===== src/rtl/conv_stream_pkg.sv =====
// conv_stream_pkg: shared state encoding and sizing helpers for the streaming convolver
package conv_stream_pkg;
  typedef enum logic [1:0] {LOAD, CALC, OUT} state_t;
  function automatic int out_width(input int w, input int m);
    return 2 * w + $clog2(m);
  endfunction
  function automatic int n_out(input int n, input int m);
    return n - m + 1;
  endfunction
  localparam int NOUT = n_out(8, 4);
endpackage


===== src/rtl/conv_sbuf.sv =====
// conv_sbuf: single-port sample buffer with write enable and registered read
module conv_sbuf #(
  parameter int WIDTH = 8,
  parameter int DEPTH = 8
) (
  input  logic                     clk,
  input  logic                     we,
  input  logic [$clog2(DEPTH)-1:0] addr,
  input  logic [WIDTH-1:0]         wdata,
  output logic [WIDTH-1:0]         rdata
);
  logic [WIDTH-1:0] mem [DEPTH];
  always_ff @(posedge clk) begin
    if (we) mem[addr] <= wdata;
    rdata <= mem[addr];
  end
endmodule


===== src/rtl/conv_stream_nm.sv =====
// conv_stream_nm: streaming valid-mode 1-D convolver, one MAC per cycle.
// Define CONV_STREAM_RELU_EN to clamp negative results to zero.
module conv_stream_nm
  import conv_stream_pkg::*;
#(
  parameter int W  = 8,
  parameter int N  = 8,
  parameter int M  = 4,
  parameter int OW = out_width(W, M)
) (
  input  logic                 clk,
  input  logic                 reset,
  input  logic [W-1:0]         s_data_in_x,
  input  logic                 s_valid_x,
  output logic                 s_ready_x,
  input  logic [W-1:0]         s_data_in_f,
  input  logic                 s_valid_f,
  output logic                 s_ready_f,
  output logic signed [OW-1:0] m_data_out_y,
  output logic                 m_valid_y,
  input  logic                 m_ready_y
);
  localparam int XA = $clog2(N);
  localparam int FA = $clog2(M);
  localparam int XC = $clog2(N + 1);
  localparam int FC = $clog2(M + 1);
  localparam int KW = $clog2(M + 2);
  localparam int OI = (N > M) ? $clog2(n_out(N, M)) : 1;
  state_t state, state_d;
  logic [XC-1:0] x_cnt, x_cnt_n;
  logic [FC-1:0] f_cnt, f_cnt_n;
  logic [OI-1:0] out_idx;
  logic [KW-1:0] k;
  logic [XA-1:0] x_addr;
  logic [FA-1:0] f_addr;
  logic signed [OW-1:0] acc, prod, res;
  logic signed [W-1:0] x_rd, f_rd;
  logic x_wr, f_wr, hs, last;
  assign s_ready_x = state == LOAD && x_cnt < XC'(N);
  assign s_ready_f = state == LOAD && f_cnt < FC'(M);
  assign x_wr = s_valid_x & s_ready_x;
  assign f_wr = s_valid_f & s_ready_f;
  assign x_cnt_n = x_cnt + XC'(x_wr);
  assign f_cnt_n = f_cnt + FC'(f_wr);
  assign hs = m_valid_y & m_ready_y;
  assign last = out_idx == OI'(N - M);
  // write counters address the buffers while loading, the MAC index while computing
  assign x_addr = state == LOAD ? x_cnt[XA-1:0] : XA'(out_idx) + XA'(k);
  assign f_addr = state == LOAD ? f_cnt[FA-1:0] : FA'(k);
  assign prod = OW'(x_rd) * OW'(f_rd);
`ifdef CONV_STREAM_RELU_EN
  assign res = acc[OW-1] ? '0 : acc;
`else
  assign res = acc;
`endif
  conv_sbuf #(.WIDTH(W), .DEPTH(N)) u_xbuf (
    .clk(clk), .we(x_wr), .addr(x_addr), .wdata(s_data_in_x), .rdata(x_rd)
  );
  conv_sbuf #(.WIDTH(W), .DEPTH(M)) u_fbuf (
    .clk(clk), .we(f_wr), .addr(f_addr), .wdata(s_data_in_f), .rdata(f_rd)
  );
  always_comb begin
    state_d = state;
    if (state == LOAD && x_cnt_n == XC'(N) && f_cnt_n == FC'(M)) state_d = CALC;
    else if (state == CALC && k == KW'(M + 1)) state_d = OUT;
    else if (state == OUT && hs) state_d = last ? LOAD : CALC;
  end
  always_ff @(posedge clk or negedge reset)
    if (!reset) state <= LOAD;
    else state <= state_d;
  // CALC: k=0 issues the first read, k=1..M accumulate, k=M+1 registers the result
  always_ff @(posedge clk or negedge reset) begin
    if (!reset) begin
      x_cnt <= '0;
      f_cnt <= '0;
      out_idx <= '0;
      k <= '0;
      acc <= '0;
      m_valid_y <= 1'b0;
      m_data_out_y <= '0;
    end else if (state == LOAD) begin
      x_cnt <= x_cnt_n;
      f_cnt <= f_cnt_n;
      k <= '0;
      acc <= '0;
    end else if (state == CALC) begin
      k <= k + KW'(1);
      if (k != '0 && k <= KW'(M)) acc <= acc + prod;
      if (k == KW'(M + 1)) begin
        m_data_out_y <= res;
        m_valid_y <= 1'b1;
      end
    end else if (hs) begin
      m_valid_y <= 1'b0;
      k <= '0;
      acc <= '0;
      if (last) begin
        x_cnt <= '0;
        f_cnt <= '0;
        out_idx <= '0;
      end else out_idx <= out_idx + OI'(1);
    end
  end
endmodule

===== config.mk =====
export PLATFORM = sky130hd
export DESIGN_NAME = conv_stream_nm
export DESIGN_NICKNAME = d
export VERILOG_FILES = /design/src/rtl/conv_stream_pkg.sv /design/src/rtl/conv_sbuf.sv /design/src/rtl/conv_stream_nm.sv
export SDC_FILE = /design/constraint.sdc
export NUM_CORES = 1
export LEC_CHECK = 0
export ABC_CLOCK_PERIOD_IN_PS = 15900
export BUFFER_PORTS_ARGS = -buffer_cell sky130_fd_sc_hd__buf_4
export CAP_MARGIN = 20
export CORE_ASPECT_RATIO = 1.5
export CORE_MARGIN = 1.5
export CORE_UTILIZATION = 65
export DETAILED_ROUTE_END_ITERATION = 6
export GPL_TIMING_DRIVEN = 0
export PLACE_DENSITY = 0.88
export SYNTH_ARGS = -nofsm -noshare
export SYNTH_HDL_FRONTEND = slang
export SYNTH_SLANG_ARGS = --single-unit

===== constraint.sdc =====
create_clock -name clk -period 15.9 [get_ports clk]
set_clock_uncertainty 0.2 [all_clocks]
set_input_delay 1.59 -clock clk [delete_from_list [all_inputs] [get_ports clk]]
set_output_delay 1.59 -clock clk [all_outputs]
set_load 0.02 [all_outputs]

==> results summary, run 1 <==
The register cell area after layout is between 0.004 and 0.005 mm². The layout overhead on the synthesized area is 12.32%. Dividing the detail-routed via count by the number of cells gives 5.941. The endpoint class of the critical path is a flop.

The slew of the pin with the lowest slew margin is 0.8004 ns. The worst hold path terminates at m_data_out_y[5]. The number of hold buffers added after CTS is 0. Clock-pin slew was measured on the worst setup and hold paths at ~0.07 ns. The class of the worst hold path is flop to flop.

The maximum root-to-sink buffer count is 2. The biggest area contributor in the post-synthesis netlist is sky130_fd_sc_hd__edfxtp_1. The number of gates resized after CTS was 0.

The number of pins with negative max-slew slack in the final report is 0. The mean area per synthesized cell is approximately 13 µm². The register-to-register setup slack is approximately 10 ns. Global routing used 28.98% of the available tracks across all layers. The half-perimeter wire length after placement came out at around 15000 µm. The clock tree root driver cell is sky130_fd_sc_hd__clkbuf_16.

The cell count after synthesis came out at between 700 and 800. The congestion estimate from routability-driven global placement came to about 0.89. For this run, the top clock speed supported by timing is roughly 170 MHz. The minimum setup slack in the final design is between 9 and 10 ns. The critical path class is flop to flop. At the placement stage, the worst setup path has a slack of between 10 and 15 ns. The flow ran to the end, and the final reports show no timing, DRC or antenna violations.

The number of flip-flops and latches in the synthesized netlist came out at ~160. The layout net count is 975. The post-synthesis cell area came out at around 0.0096 mm². The most used flip-flop cell after synthesis is sky130_fd_sc_hd__edfxtp_1.

The remaining max-slew budget at the tightest pin came out at a little under half. The initial antenna violation count was 0. The synthesis warning total came out at 0. The area share of the largest cell type after synthesis is 29.93%.

The wire length of the first global-routing pass is between 30000 and 40000 µm. The number of hold violations in the final report is 0. Setup repair after global routing left no endpoint under its margin. The length in cells of the worst reg-to-reg path is 15. The largest fanout on the critical path is 11.

The cell count of the worst hold path came out at 2. 0 antenna diodes ended up in the layout. The DRC violation total after the first TritonRoute iteration is about 330. Setup violations remaining at the end of the flow were counted as 0.

The worst path arrival time is 6.05 ns. The post-detailed-placement cell area is roughly 0.01 mm². Once the clock tree was built, the setup fixing pass inserted 0 buffers.

TritonCTS created 17 clock buffers. The die span in x came out at 102.4 µm. Counting I/O delays and the setup requirement, the final critical path takes roughly 6 ns. The die height is 152.1 µm.

The wire length after detailed routing is ~20000 µm. The area of the die is about 0.016 mm². The most common cell in the netlist is sky130_fd_sc_hd__edfxtp_1.

In the routed design, unresolved DRC markers number 0. The starting density of the core came out at between 60% and 70%. The post-layout instance area is between 0.01 and 0.015 mm².

The synthesized net count is 908. Sequential cells were found to cover a little under half of the synthesized design area. The number of global-route vias before repair came to 6819.

At the worst endpoint, the required time is between 15 and 20 ns. The worst setup path is launched from a flop. The startpoint identified for the worst hold timing path is m_data_out_y[5]. The area of the multi-input gates came out at 0.004661 mm².

The total negative slack came out at 0 ns. The number of buffers inserted by port buffering is just over 40. The average wire per standard cell is between 15 and 20 µm. Entering global routing, the biggest net connects between 50 and 60 pins. TritonCTS built the clock tree. The share of final-layout standard cells stronger than drive strength 1 came out at between 10% and 20%.

The worst flop-to-flop path startpoint is u_fbuf.rdata[0]. The overall via count from detail_route came out at 6119. The count of clock tree sinks came out at ~160.

The first-pass detailed-route iteration total came out at 7. The placeable core region came out at between 0.01 and 0.015 mm². The worst register-to-register path ends at acc[15]. The total grt overflow came out at 0. The number of different library cells used by synthesis comes to 53. The final period utilization is 37.41%. The worst-skew pair later-pin latency is between 0.4 and 0.5 ns. For this run, asynchronously set or reset flops after synthesis account for a little under a third. The count of boundary I/O pins is 42. The number of max-cap violations is 0. The count of standard-cell rows is 54. The number of fillers in the final layout came out at between 800 and 900. After synthesis, the cell types taking the most area are sky130_fd_sc_hd__edfxtp_1 (30%), sky130_fd_sc_hd__fa_1 (17%), sky130_fd_sc_hd__dfrtp_1 (14%), sky130_fd_sc_hd__ha_1 (6.8%), sky130_fd_sc_hd__inv_1 (3.7%). The level count of the clock H-tree is 4. In the synthesized netlist, the cells that appear most often are sky130_fd_sc_hd__edfxtp_1 (96), sky130_fd_sc_hd__inv_1 (94), sky130_fd_sc_hd__fa_1 (81). In this run the remaining antenna-violating nets after routing total 0. The number of synthesized flops with an enable pin came out at 96.
==> cells in the final DEF (no fill, tap or decap), types with 17 or more instances in the layout <==
cell type	count
sky130_fd_sc_hd__edfxtp_1	96
sky130_fd_sc_hd__inv_1	95
sky130_fd_sc_hd__fa_1	81
sky130_fd_sc_hd__nand2_1	71
sky130_fd_sc_hd__ha_1	52
sky130_fd_sc_hd__dfrtp_1	52
sky130_fd_sc_hd__buf_4	47
sky130_fd_sc_hd__o21ai_0	45
sky130_fd_sc_hd__and2_1	35
sky130_fd_sc_hd__mux2_2	30
sky130_fd_sc_hd__clkbuf_16	19
sky130_fd_sc_hd__mux2i_1	18
sky130_fd_sc_hd__nor2_1	17
==> per-stage QoR <==
stage                     util (%)  cells  hold WS, ns
after floorplan                  -    754       0.2432
after global placement       70.10    991       0.2630
after detailed placement     70.36    996       0.2736
after CTS                    74.38   1028       0.2885
after global routing         74.46   1030       0.3252
final                        74.46   1030       0.2840
==> worst max-delay path by stage <==
stage / start / cells after the start / end / slack, ns
after global placement: u_fbuf.rdata[0] / 15 / acc[15] / 10.08
after global routing: u_fbuf.rdata[0] / 15 / acc[15] / 9.59
final: u_fbuf.rdata[0] / 15 / acc[15] / 9.95
after floorplan: u_fbuf.rdata[0] / 15 / acc[15] / 10.75
after detailed placement: u_fbuf.rdata[0] / 15 / acc[15] / 10.01
after CTS: u_fbuf.rdata[0] / 15 / acc[15] / 9.99
==> registers in the layout (all words and copies together) (netlist names) <==
signal,count
out_idx,3
m_data_out_y,18
u_fbuf.mem,32
u_fbuf.rdata,8
state,2
x_cnt,4
m_valid_y,1
acc,18
u_xbuf.rdata,8
f_cnt,3
u_xbuf.mem,64
k,3
==> area by class of cell <==
class                   count  share of cell area, %
plain buffers              19                  1.041
clock buffers              19                  4.396
clock inverters            13                 0.9948
inverters                  94                  3.262
multi-input cells         477                  43.09
flip-flops and latches    164                  41.64
well taps                 196                  2.267
repair buffers             48                  3.308
==> critical path, stage by stage, from the launching register on <==
cell and delay, ns:
sky130_fd_sc_hd__dfxtp_1 0.51, sky130_fd_sc_hd__and2_1 0.65, sky130_fd_sc_hd__inv_1 0.13, sky130_fd_sc_hd__fa_1 0.50, sky130_fd_sc_hd__inv_1 0.05, sky130_fd_sc_hd__fa_1 0.53, sky130_fd_sc_hd__fa_1 0.47, sky130_fd_sc_hd__fa_1 0.59
sky130_fd_sc_hd__fa_1 0.42, sky130_fd_sc_hd__ha_1 0.34, sky130_fd_sc_hd__o21ai_0 0.14, sky130_fd_sc_hd__o21ai_0 0.21, sky130_fd_sc_hd__a221oi_1 0.60, sky130_fd_sc_hd__o21ai_0 0.22, sky130_fd_sc_hd__xnor2_1 0.17, sky130_fd_sc_hd__o21ai_0 0.08
==> logic make-up (layout without fill, tap and decap cells) <==
family | Yosys count | count (layout) | share of synthesized area (%)
compound gates | 104 | 104 | 6.925
flops | 164 | 164 | 46.77
mux | 58 | 58 | 7.795
buf+inv | 113 | 193 | 4.833
xor+xnor | 20 | 20 | 1.819
simple gates | 162 | 162 | 8.263
fa+ha+maj | 133 | 133 | 23.59
==> routing by layer <==
layer	part of all wire (%)	track usage [%]
met1	36	33.64
met2	55	50.43
met3	5.2	6.072
met4	4.4	13.50
met5	0	0
Power of run 1 is left out: the tool's default activity adds up to more than one toggle a clock period on the data nets, which glitch-free logic cannot reach.
==> run 2: changes to the inputs <==
--- a/config.mk
+++ b/config.mk
@@ -5,15 +5,15 @@
 export SDC_FILE = /design/constraint.sdc
 export NUM_CORES = 1
 export LEC_CHECK = 0
-export ABC_CLOCK_PERIOD_IN_PS = 15900
+export ABC_CLOCK_PERIOD_IN_PS = 6000
 export BUFFER_PORTS_ARGS = -buffer_cell sky130_fd_sc_hd__buf_4
 export CAP_MARGIN = 20
 export CORE_ASPECT_RATIO = 1.5
 export CORE_MARGIN = 1.5
-export CORE_UTILIZATION = 65
+export CORE_UTILIZATION = 62
 export DETAILED_ROUTE_END_ITERATION = 6
 export GPL_TIMING_DRIVEN = 0
-export PLACE_DENSITY = 0.88
+export PLACE_DENSITY = 0.85
 export SYNTH_ARGS = -nofsm -noshare
 export SYNTH_HDL_FRONTEND = slang
 export SYNTH_SLANG_ARGS = --single-unit
==> constraint.sdc (replaced) <==
create_clock -name clk -period 6 [get_ports clk]
set_clock_uncertainty 0.2 [all_clocks]
set_input_delay 0.6 -clock clk [delete_from_list [all_inputs] [get_ports clk]]
set_output_delay 0.6 -clock clk [all_outputs]
set_load 0.02 [all_outputs]
==> results summary, run 2 (same netlist as run 1, synthesis figures left out) <==
The register with the most flip-flops in the layout has 64 of them. Measured against its own limit, the worst slew margin works out to 50.65%. The placeable core region came out at 0.01514 mm².

The length in cells of the worst reg-to-reg path came out at 14. The largest registers in the layout are u_xbuf.mem (64), u_fbuf.mem (32). The data required time at the worst endpoint is roughly 6 ns. The number of buffers inserted by port buffering is 41. The antenna diode count is 0. The starting density of the core is a little under two thirds. The achievable frequency came out at 180.2 MHz.

The top cell types in the final layout, fill and taps aside, are sky130_fd_sc_hd__edfxtp_1 (96), sky130_fd_sc_hd__inv_1 (94), sky130_fd_sc_hd__fa_1 (81). Entering global routing, the biggest net connects between 50 and 60 pins. In this run the horizontal extent of the chip is between 100 and 150 µm.

The minimum setup slack in the final design came out at roughly 0.45 ns. The number of hold violations in the final report came out at 0. The overall via count from detail_route came out at around 6000. The area of the die is between 0.015 and 0.02 mm². Ranked by flip-flop count, first place goes to u_xbuf.mem. The critical path in this run is classified as flop to flop. The run finished with clean final reports. The combined global-route utilization of all metal layers came out at 26.94%. The count of boundary I/O pins is 42.

Counting every sink on the clock net gives around 160. The congestion estimate from routability-driven global placement came to about 0.89. The final period utilization came out at 92.51%. The class of the worst hold path is primary input to asynchronous set/reset pin.

The TritonCTS clock tree is yes. The worst setup path is launched from a flop. The critical path startpoint is u_fbuf.rdata[1].

The endpoint of the worst-slack reg-to-reg timing path is acc[15]. The clock tree root driver cell is sky130_fd_sc_hd__clkbuf_16. The number of clock buffers inserted by TritonCTS came out at 17. The post-route minimum period came out at 5.550 ns. For the final routed database, the setup TNS stands at 0 ns. The core occupancy in the finished layout came out at 71.49%. The worst-skew pair later-pin latency came out at 0.43 ns.

The pre-CTS setup slack came out at around 0.086 ns. At the pin with the least slew margin, the transition time is 0.7375 ns. The number of max-cap violations is 0. The most critical setup path has its endpoint at acc[15]. The level count of the clock H-tree is 4. Of all nets on the critical path, the largest fanout is 10. The DRC violation count after routing came out at 0. The number of hold buffers added after CTS is 0.

The total of endpoints with negative setup slack in the final report came out at 0. Compared with the post-synthesis result, the final layout area differs by 12.38%. The wire length of the first global-routing pass came out at roughly 33000 µm. The library cell used most frequently in the layout, excluding fill and tap cells, is sky130_fd_sc_hd__edfxtp_1.

The layout net count is between 900 and 1000. The endpoint class of the critical path is a flop. The register-to-register setup slack came out at between 0.4 and 0.5 ns. The number of pins with negative max-slew slack in the final report came to 0. The wire length after detailed routing came out at just under 20000 µm. The worst-case hold slack came out at between 0.004 and 0.005 ns.

From bottom edge to top edge, the die measures roughly 160 µm. The first-pass detailed-route iteration total is 5. Dividing the detail-routed wire length by the instance count gives 19.19 µm.

The DRC violation total after the first TritonRoute iteration came out at 443. The share of final-layout standard cells stronger than drive strength 1 came out at approximately 16%. Data on the critical path arrives at its endpoint at approximately 5.7 ns. The remaining antenna violation count after routing came out at 0. For this run the aggregate overflow at the end of global routing stands at 0. The maximum root-to-sink buffer count came out at 2. The half-perimeter wire length after placement is roughly 15000 µm. Clock-pin slew was measured on the worst setup and hold paths at 0.06 ns. In this run the core area contains 55 standard-cell rows. Setup repair after global routing left no endpoint under its margin. The initial antenna violation count is 0. The worst register-to-register path begins at u_fbuf.rdata[1]. The number of global-route vias before repair is approximately 6700.

The number of vias per cell after detailed routing came out at 5.794.
run 2: cell types whose count changed in the layout (fill, tap and decap cells not counted), moves of 2 or more:
cell	previous run	this run
sky130_fd_sc_hd__clkinv_2	1	3
sky130_fd_sc_hd__clkbuf_1	6	9
sky130_fd_sc_hd__and2_1	35	33
sky130_fd_sc_hd__inv_8	3	0
sky130_fd_sc_hd__bufinv_16	0	2
sky130_fd_sc_hd__inv_6	4	0
sky130_fd_sc_hd__clkinv_4	2	0
run 2: worst min path at each step:
| stage | start | to | slack, ns | cells past startpoint |
|---|---|---|---|---|
| 3_3_place_gp | acc[5] | acc[5] | 0.26 | 2 |
| 3_5_place_dp | acc[5] | acc[5] | 0.27 | 2 |
| 6_report | reset | m_data_out_y[17] | 0.005 | 1 |
| 2_1_floorplan | reset | acc[0] | 0.10 | 0 |
| 4_1_cts | reset | m_data_out_y[7] | 0.008 | 1 |
| 5_1_grt | reset | m_data_out_y[15] | 0.05 | 1 |
run 2: timing repair:
action,4_1_cts,5_1_grt
setup buffers,0,0
endpoints found under the hold margin,0,0
resized for setup,0,3
setup endpoints to repair,0,3
run 2: layout make-up:
class / instances / area, µm²
multi-input combinational: 477 / 4664
sequential: 164 / 4504
fill: 998 / 4317
clock buffer: 23 / 483.0
timing repair buffer: 48 / 355.3
inverter: 94 / 352.8
tap: 199 / 249.0
buffer: 19 / 112.6
clock inverter: 9 / 101.3
run 2: layer usage:
layer  share of wire (%)  track usage (%)
met5                   0                0
met4                 3.4            12.92
met3                 3.6            5.430
met2                  57            50.14
met1                  36            29.00
run 2: worst max-delay path, stage by stage, from the launching register on:
cell                       delay (ns)
sky130_fd_sc_hd__dfxtp_1         0.32
sky130_fd_sc_hd__clkbuf_1        0.31
sky130_fd_sc_hd__and2_2          0.40
sky130_fd_sc_hd__fa_1            0.50
sky130_fd_sc_hd__fa_1            0.53
sky130_fd_sc_hd__fa_1            0.44
sky130_fd_sc_hd__fa_1            0.53
sky130_fd_sc_hd__ha_1            0.35
sky130_fd_sc_hd__ha_1            0.38
sky130_fd_sc_hd__o21ai_0         0.29
sky130_fd_sc_hd__a21oi_1         0.13
sky130_fd_sc_hd__a221oi_1        0.51
sky130_fd_sc_hd__o21ai_0         0.23
sky130_fd_sc_hd__xnor2_1         0.16
sky130_fd_sc_hd__o21ai_0         0.17
run 2: stage by stage:
stage          cells  area, µm²
2_1_floorplan    754       9630
3_3_place_gp     994      10190
3_5_place_dp    1001      10230
4_1_cts         1033      10820
5_1_grt         1033      10820
6_report        1033      10820
Power of run 2 is left out for the same reason.
==> run 3: changes to the inputs <==
--- a/config.mk
+++ b/config.mk
@@ -10,10 +10,10 @@
 export CAP_MARGIN = 20
 export CORE_ASPECT_RATIO = 1.5
 export CORE_MARGIN = 1.5
-export CORE_UTILIZATION = 62
+export CORE_UTILIZATION = 35
 export DETAILED_ROUTE_END_ITERATION = 6
 export GPL_TIMING_DRIVEN = 0
-export PLACE_DENSITY = 0.85
+export PLACE_DENSITY = 0.55
 export SYNTH_ARGS = -nofsm -noshare
 export SYNTH_HDL_FRONTEND = slang
 export SYNTH_SLANG_ARGS = --single-unit
==> results summary, run 3 (same netlist as run 1, synthesis figures left out) <==
Global routing used around 15% of the available tracks across all layers. The achievable frequency is around 180 MHz. The wire length after detailed routing is about 20000 µm. The initial antenna violation count is 0.

The stage delay of the slowest cell on the critical path came out at 0.59 ns. The clock-pin slew of the registers on the worst-case setup and hold paths is approximately 0.070 ns. The final period utilization is just over 90%. The die height came out at 206.2 µm. The die covers 0.02854 mm².

The worst path arrival time is ~5.6 ns. The endpoint class of the critical path is a flop. The pre-CTS setup slack came out at roughly 0.073 ns. STA classifies the critical path startpoint as a flop. The average wire per standard cell is around 17 µm. The register with the most flip-flops in the layout has 64 of them.

The remaining antenna violation count after routing is 0. In the layout the commonest cells are sky130_fd_sc_hd__edfxtp_1 (96), sky130_fd_sc_hd__inv_1 (94), sky130_fd_sc_hd__fa_1 (81). Relative to the synthesized area, the layout overhead comes to 14.38%.

After routing, the total negative slack on setup checks comes to 0 ns. In this run the clock root is driven by a sky130_fd_sc_hd__clkbuf_16. The first-pass detailed-route iteration total is 4. Across the run, the number of max-cap violations was 0.

The die span in x came out at roughly 140 µm. The wire length of the first global-routing pass came out at ~32000 µm. The worst-case hold slack came out at roughly 0.017 ns. Setup repair after global routing left no endpoint under its margin. For this run the aggregate overflow at the end of global routing stands at 0. The number of pins with negative max-slew slack in the final report came to 0.

The routed layout has between 5000 and 6000 vias. The count of standard-cell rows is between 70 and 80. The placeable core region is 0.02713 mm².

The H-tree generated during clock tree synthesis spans 4 levels. For this design the top-level I/O count stands at 42. The slew of the pin with the lowest slew margin came out at around 0.85 ns. The total of endpoints with negative setup slack in the final report came out at 0. Once layout is done, the placed cells without fillers occupy between 0.01 and 0.015 mm². Headroom to the max-slew limit came out at between 40% and 50%. The setup path with the least slack is of type flop to flop. TritonCTS built the clock tree.

The DRC violation total after the first TritonRoute iteration came out at 163. The data required time at the worst endpoint came out at approximately 6.1 ns. The starting density of the core came out at a little over a third. The library cell used most frequently in the layout, excluding fill and tap cells, is sky130_fd_sc_hd__edfxtp_1. The number of global-route vias before repair came out at ~6200.

The DRC violation count after routing came out at 0. The layout net count is 973. The largest register by flop count is u_xbuf.mem. On the critical path, the stage with the largest delay is an instance of sky130_fd_sc_hd__fa_1. The maximum root-to-sink buffer count came out at 2.

The post-route minimum period came out at around 5.4 ns. The clock drives 164 sinks. The number of hold violations in the final report is 0. The pin count of the biggest net entering global routing came out at 53. The weighted congestion reported at the end of routability-driven placement came out at approximately 0.79. The worst hold path belongs to the class primary input to asynchronous set/reset pin. The number of buffers inserted by port buffering is between 40 and 50. The number of clock buffers inserted by TritonCTS is 17. The post-route netlist has about 16% of its cells at a drive strength greater than 1. The worst-skew pair later-pin latency is roughly 0.42 ns. The number of vias per cell after detailed routing came out at between 4 and 5.

The half-perimeter wire length after placement is 15460 µm. The antenna diode count came out at 0. Traced cell by cell, the critical path runs through and2_2 > inv_1 > fa_1 > inv_1 > fa_1 > fa_1 > fa_1 > fa_1 > ha_1 > o21ai_0 > o21ai_0 > a221oi_2 > o21ai_0 > xnor2_1 > o21ai_0. The minimum setup slack in the final design is between 0.5 and 0.6 ns. The number of hold buffers added after CTS was 0. The post-detailed-placement cell area is approximately 0.010 mm². The critical path's most frequent cell is sky130_fd_sc_hd__fa_1. In the final layout, the registers with the most flip-flops are u_xbuf.mem (64), u_fbuf.mem (32). The cell type group with the largest total delay on the critical path is adder cells.

The largest fanout on the critical path came out at 11. The run finished with clean final reports. The count of buffering cells on the critical path with inverters included is 2.
[run 3: layout make-up]
cell class | instances | area [µm²]
Buffer | 19 | 112.6
Clock buffer | 17 | 425.4
Clock inverter | 15 | 171.4
Fill cell | 2563 | 16110
Inverter | 94 | 352.8
Multi-Input combinational cell | 477 | 4678
Sequential cell | 164 | 4504
Tap cell | 342 | 427.9
Timing Repair Buffer | 46 | 342.8
[run 3: repair_timing]
| action | in CTS | in global routing |
|---|---|---|
| resized for setup | 0 | 2 |
| buffers inserted | 0 | 0 |
| setup endpoints to repair | 0 | 3 |
[run 3: routing by layer]
metal	global-route usage [%]	up-vias	wire [µm]
met4	6.429	0	660
met1	15.15	2869	7494
met2	29.10	62	11190
met3	2.062	24	261
li1	-	2705	-
met5	0	-	0
[run 3: final timing paths]
kind	start	to	slack (ns)	cells past startpoint
max	u_xbuf.rdata[7]	acc[15]	0.56	15
min	reset	m_data_out_y[9]	0.02	1
max reg2reg	u_xbuf.rdata[7]	acc[15]	0.56	15
min reg2reg	acc[6]	acc[6]	0.28	2
max in group asynchronous	reset	f_cnt[1]	5.14	1
min in group clk	s_data_in_f[1]	u_fbuf.mem[3][1]	0.18	1
[run 3: stage by stage]
step | utilization, % | cells
floorplan | - | 754
global placement | 38.21 | 1137
detailed placement | 38.38 | 1142
CTS | 40.58 | 1174
global route | 40.61 | 1174
finish | 40.61 | 1174
Power of run 3 is left out for the same reason.
